## src/rtl/alu_seq_pkg.sv

```systemverilog
// Shared opcode and FSM state types for the sequential ALU.
package alu_seq_pkg;

    typedef enum logic [2:0] {
        kADD   = 3'd0,
        kADC   = 3'd1,
        kSHIFT = 3'd2,
        kBXOR  = 3'd3,
        kAND   = 3'd4,
        kRXOR  = 3'd5,
        kSUB   = 3'd6,
        kNOT   = 3'd7
    } op_t;

    typedef enum logic [1:0] {
        IDLE  = 2'd0,
        SHIFT = 2'd1,
        DONE  = 2'd2
    } alu_state_t;

endpackage

```

## src/rtl/alu_seq_shift_step.sv

```systemverilog
// One-bit logical shift step: left or right by one, reporting the bit that falls off.
module alu_shift_step #(
    parameter int WIDTH = 8
) (
    input  logic [WIDTH-1:0] acc,
    input  logic             left,
    output logic [WIDTH-1:0] next_acc,
    output logic             out_bit
);

    always_comb begin
        if (left) begin
            next_acc = {acc[WIDTH-2:0], 1'b0};
            out_bit  = acc[WIDTH-1];
        end else begin
            next_acc = {1'b0, acc[WIDTH-1:1]};
            out_bit  = acc[0];
        end
    end

endmodule

```

## src/rtl/alu_seq.sv

```systemverilog
// Clocked ALU: single-cycle arithmetic/logic ops with registered flags,
// and iterative one-bit-per-cycle shifts under a start/busy/done handshake.
module alu_seq
    import alu_seq_pkg::*;
#(
    parameter int WIDTH = 8,
    parameter int CNT_W = $clog2(WIDTH + 2)
) (
    input  logic             clk,
    input  logic             reset,
    input  logic             start,
    input  op_t              alu_cmd,
    input  logic [WIDTH-1:0] inA,
    input  logic [WIDTH-1:0] inB,
    input  logic             sc_clr,
    output logic             busy,
    output logic             done,
    output logic [WIDTH-1:0] rslt,
    output logic             sc_o,
    output logic             zero
);

    localparam int MAX_IT = WIDTH + 1;

    alu_state_t       state, state_nxt;
    logic [CNT_W-1:0] cnt;
    logic [WIDTH-1:0] acc, step_acc;
    logic             step_out, shl, end_bit, exact_w;
    logic [WIDTH:0]   amt, res;
    logic             accept, is_shift, shift_last;

    assign accept     = (state == IDLE) && start;
    assign is_shift   = (alu_cmd == kSHIFT);
    assign shift_last = (state == SHIFT) && (cnt == CNT_W'(1));

    // inB is a signed immediate: negative means left by -inB, else right by inB+1
    assign amt = inB[WIDTH-1] ? ({1'b0, ~inB} + 1'b1) : ({1'b0, inB} + 1'b1);

    alu_shift_step #(.WIDTH(WIDTH)) u_step (
        .acc      (acc),
        .left     (shl),
        .next_acc (step_acc),
        .out_bit  (step_out)
    );

    always_comb begin
        res = '0;
        case (alu_cmd)
            kADD:    res = {1'b0, inA} + {1'b0, inB};
            kADC:    res = {1'b0, inA} + {1'b0, inB} + {{WIDTH{1'b0}}, sc_o};
            kSUB:    res = {1'b0, inA} - {1'b0, inB};
            kBXOR:   res = {1'b0, inA ^ inB};
            kAND:    res = {1'b0, inA & inB};
            kRXOR:   res = {{WIDTH{1'b0}}, ^inA};
            kNOT:    res = {1'b0, ~inA};
            default: res = '0;
        endcase
    end

    always_ff @(posedge clk) begin
        if (reset) state <= IDLE;
        else       state <= state_nxt;
    end

    always_comb begin
        state_nxt = state;
        case (state)
            IDLE:    if (start) state_nxt = is_shift ? SHIFT : DONE;
            SHIFT:   if (cnt == CNT_W'(1)) state_nxt = DONE;
            DONE:    state_nxt = IDLE;
            default: state_nxt = IDLE;
        endcase
    end

    always_comb begin
        busy = (state == SHIFT);
        done = (state == DONE);
    end

    always_ff @(posedge clk) begin
        if (reset) begin
            cnt     <= '0;
            acc     <= '0;
            shl     <= 1'b0;
            end_bit <= 1'b0;
            exact_w <= 1'b0;
            rslt    <= '0;
            sc_o    <= 1'b0;
            zero    <= 1'b0;
        end else begin
            if (accept && is_shift) begin
                acc     <= inA;
                shl     <= inB[WIDTH-1];
                // a full-width shift reports the original end bit, not the last one out
                end_bit <= inB[WIDTH-1] ? inA[WIDTH-1] : inA[0];
                exact_w <= (int'(amt) == WIDTH);
                cnt     <= (int'(amt) > MAX_IT) ? CNT_W'(MAX_IT) : amt[CNT_W-1:0];
            end else if (state == SHIFT) begin
                acc <= step_acc;
                cnt <= cnt - 1'b1;
            end

            if (accept && !is_shift) begin
                rslt <= res[WIDTH-1:0];
                sc_o <= res[WIDTH];
                zero <= (res[WIDTH-1:0] == '0);
            end else if (shift_last) begin
                rslt <= step_acc;
                sc_o <= exact_w ? end_bit : step_out;
                zero <= (step_acc == '0);
            end else if (sc_clr) begin
                sc_o <= 1'b0;
            end
        end
    end

endmodule

```

## config.mk

```make
export PLATFORM = sky130hd
export DESIGN_NAME = alu_seq
export DESIGN_NICKNAME = d
export VERILOG_FILES = /design/src/rtl/alu_seq_pkg.sv /design/src/rtl/alu_seq_shift_step.sv /design/src/rtl/alu_seq.sv
export SDC_FILE = /design/constraint.sdc
export NUM_CORES = 1
export LEC_CHECK = 0
export CORE_UTILIZATION = 48
export DETAILED_ROUTE_END_ITERATION = 16
export GPL_TIMING_DRIVEN = 0
export PLACE_DENSITY = 0.7
export REMOVE_ABC_BUFFERS = 1
export SYNTH_ARGS = -nofsm -noshare
export SYNTH_HDL_FRONTEND = slang
export SYNTH_HIERARCHICAL = 1
export SYNTH_SLANG_ARGS = --single-unit
export TNS_END_PERCENT = 50
```

## constraint.sdc

```tcl
create_clock -name clk -period 3.6 [get_ports clk]
set_clock_uncertainty 0.15 [all_clocks]
set_input_delay 0.72 -clock clk [delete_from_list [all_inputs] [get_ports clk]]
set_output_delay 0.72 -clock clk [all_outputs]
set_load 0.05 [all_outputs]
```

==> metrics <==
Worst-path clk slew=0.09 ns; die width=82.10 microns; CP Data Arrival Time=3.52 ns; register area share after synthesis=17.55%; Starting Density=50.81%; final instance area=3613 sq um; grt total ovfl=0; Worst Setup End Kind=flip-flop; Worst Path Class, Setup=in2reg; worst-case register-to-register setup slack=0.87 ns; CP Launch Type=primary input; CTS tree=built; Final setup viols=0; Fmax=287.0 MHz; Required @ worst endpoint=3.64 ns; Seq pwr share=33.4%; first-pass GRT wire length=13370 microns; time the worst path needs with I/O delays and setup=3.484 ns; Slew Limit Fails=0; I/O pin cnt=35; FFs w/ async S/R, synth=0%; CTS Buf Count=3; Net Sw Frac=38.65%; worst reg2reg path startpoint=state[1]; Comb pwr share=49.1%; initial antenna violation count=0; pwr dens=269.8 nW/um^2; CP max FO=6; layout cell share with drive strength beyond 1=15.53%; vias in the first global route=2619; initial DRC count=169; r2r endpoint=zero; global-route met1 utilization=37.41%; most frequent CP cell=ha_2; First-pass DRT Iterations=6; vias per std cell=6.296; worst skew pair latency=0.27 ns; Slowest-stage cell, CP=fa_2; GR Util All Layers=26.35%; GR Util met2=41.49%; CP top delay family=adder cells; post-DP HPWL=6443 microns; drt drc=0; worst-case reg-to-reg path depth=6; Min-Delay Path Class=reg2reg; vias post-DR=3066; final-layout fill cell count=563; Nets=458; max cap viols=0; WL/cell=17.78 microns; P_int=0.5982 mW; total chip power=0.9750 mW; antenna viol nets, final=0; Syn Inst Count=394; Slew @ Worst Pin=1.026 ns; CTS Sinks=27; GR peak layer=met2; synthesized area=3079 sq um; Synth Flop Type=dfxtp_1; share of total power in the clock network=17.5%; Die Ht=82.10 microns; crit path cell chain=dlygate4sd2_1 -> ha_2 -> fa_2 -> ha_2 -> o2111ai_1 -> or4_1 -> and3_1 -> or2_1 -> o41ai_2; PortBufs=34; CORE AREA=6061 sq um; warnings from Yosys=6; final hold vios=0; # rows=28; Mapped Avg Cell Area=7.815 sq um; Max-Slew Margin vs Limit=31.36%; DP Area=3390 sq um; status=completed; Switching Power=0.3769 mW; H-Tree Depth=1; largest net degree at the start of global routing=29; Final Wtd Congestion=0.8970; CTS root buf=clkbuf_8; met3 usage=3.736%; # placed instances=478; Worst Hold End=state[1]; Critical Path Max Stage Delay=0.57 ns; Max Root-Sink Buffers=2; hold path cells=1; Hold-fix buffers, CTS=0; Syn-to-layout area delta=17.35%; RSZ-0062 raised after global routing=no; maximum VDD drop=0.0002338 V; final std cells w/o fill=487; min-delay src=state[1]; Post-synth EDFFs=0; post-route clock period utilization=96.77%; worst path bufs/invs=1; LEAKAGE=1.367 nW; die area=6740 sq um; final core utilization=59.62%; antenna cells=0; Yosys reg bits=27; WL final=8657 microns; post-synthesis cell type count=72
[per-stage QoR]
step / hold slack [ns] / worst slack, ns / setup TNS, ns
4_1_cts: 0.3131 / 0.02119 / 0
3_3_place_gp: 0.2958 / -0.6786 / -2.617
5_1_grt: 0.3409 / 0.004970 / 0
2_1_floorplan: 0.2767 / 0.3168 / 0
3_5_place_dp: 0.2990 / -0.7310 / -2.968
6_report: 0.3120 / 0.1162 / 0
[flip-flops by register name (all words and copies together) (netlist names)]
register  cells
zero          1
cnt           4
rslt          8
end_bit       1
state         2
acc           8
exact_w       1
sc_o          1
shl           1
[layout by cell type (no fill, tap or decap), types with 4 or more instances in the layout]
cell,instances
a22oi_1,12
o21a_1,4
and3_1,4
xnor2_1,15
nand2_1,33
dlygate4sd2_1,4
a31oi_1,8
a21oi_1,19
mux2i_1,9
inv_1,18
nor3b_1,4
nor2b_1,11
o21ai_0,12
mux2_4,7
ha_2,5
buf_4,4
and2_1,4
dlymetal6s2s_1,6
a311oi_1,8
nor2_1,29
or2_2,4
nor3_1,12
ha_4,4
nand3_1,6
dfxtp_1,27
ha_1,11
nand2b_1,8
o31ai_1,5
clkdlybuf4s50_1,21
clkbuf_2,4
a211oi_1,6
[cells by family (layout without fill, tap and decap cells)]
logic type / Yosys count / after routing / share of synthesized area, %
AND/OR/NAND/NOR: 150 / 150 / 26.29
adder cells (fa/ha/maj): 22 / 22 / 9.427
multiplexers: 18 / 18 / 7.436
XOR/XNOR: 21 / 21 / 6.827
AO/OA/AOI/OAI: 110 / 110 / 25.88
buffers and inverters: 46 / 64 / 6.583
flip-flops: 27 / 27 / 17.55
[metal layers]
metal  vias up  share of wire [%]
met5         -                  0
li1       1485                  -
met3        20                4.6
met4         0                2.4
met2        91                 46
met1      1470                 47
[synthesized netlist by cell type, types with 5 or more instances]
| master | instances | area share, % |
|---|---|---|
| buf_2 | 6 | 0.98 |
| ha_1 | 20 | 8.1 |
| a22oi_1 | 12 | 2.9 |
| a311oi_1 | 8 | 2.3 |
| nand2b_1 | 8 | 1.6 |
| nand3_1 | 6 | 0.98 |
| mux2i_1 | 9 | 2.9 |
| xnor2_1 | 16 | 4.6 |
| and2_1 | 5 | 1.0 |
| a31oi_1 | 8 | 1.6 |
| a211oi_1 | 9 | 2.2 |
| nor2_1 | 30 | 3.7 |
| inv_1 | 19 | 2.3 |
| o31ai_1 | 6 | 1.5 |
| nand2_1 | 33 | 4.0 |
| clkbuf_1 | 14 | 1.7 |
| a21oi_1 | 20 | 3.3 |
| nor3_1 | 13 | 2.1 |
| o21ai_0 | 12 | 2.0 |
| dfxtp_1 | 27 | 18 |
| mux2_4 | 7 | 3.4 |
| nor2b_1 | 13 | 2.6 |
[area by class of cell]
type	count	area [sq um]	area share [%]
Inverter	21	78.83	2.181
Sequential cell	27	540.5	14.96
Timing Repair Buffer	39	370.4	10.25
Tap cell	75	93.84	2.597
Clock buffer	4	45.04	1.247
Multi-Input combinational cell	321	2485	68.77
[timing repair]
action                                  in CTS  in global routing
pin swaps                                    1                  3
gates resized for setup                     24                 27
endpoints found under the setup margin       5                  4
setup buffers                                0                  5
cloned                                       0                  0
[power groups by stage]
stage	combinational, mW	sequential [mW]	clock [mW]
final	0.479	0.325	0.171
after global routing	0.517	0.327	0.184
after CTS	0.445	0.325	0.177
after detailed placement	0.429	0.332	0
after global placement	0.423	0.332	0
after floorplan	0.267	0.358	0
[worst max-delay path by stage]
| stage | endpoint | depth (start not counted) | slack (ns) | start |
|---|---|---|---|---|
| finish | zero | 9 | 0.12 | inA[0] |
| global route | zero | 8 | 0.005 | alu_cmd[0] |
| CTS | zero | 9 | 0.02 | inA[6] |
| detailed placement | zero | 10 | -0.73 | inA[0] |
| global placement | zero | 10 | -0.68 | inA[0] |
| floorplan | zero | 8 | 0.32 | inA[0] |
Power figures use the tool's default switching activity.
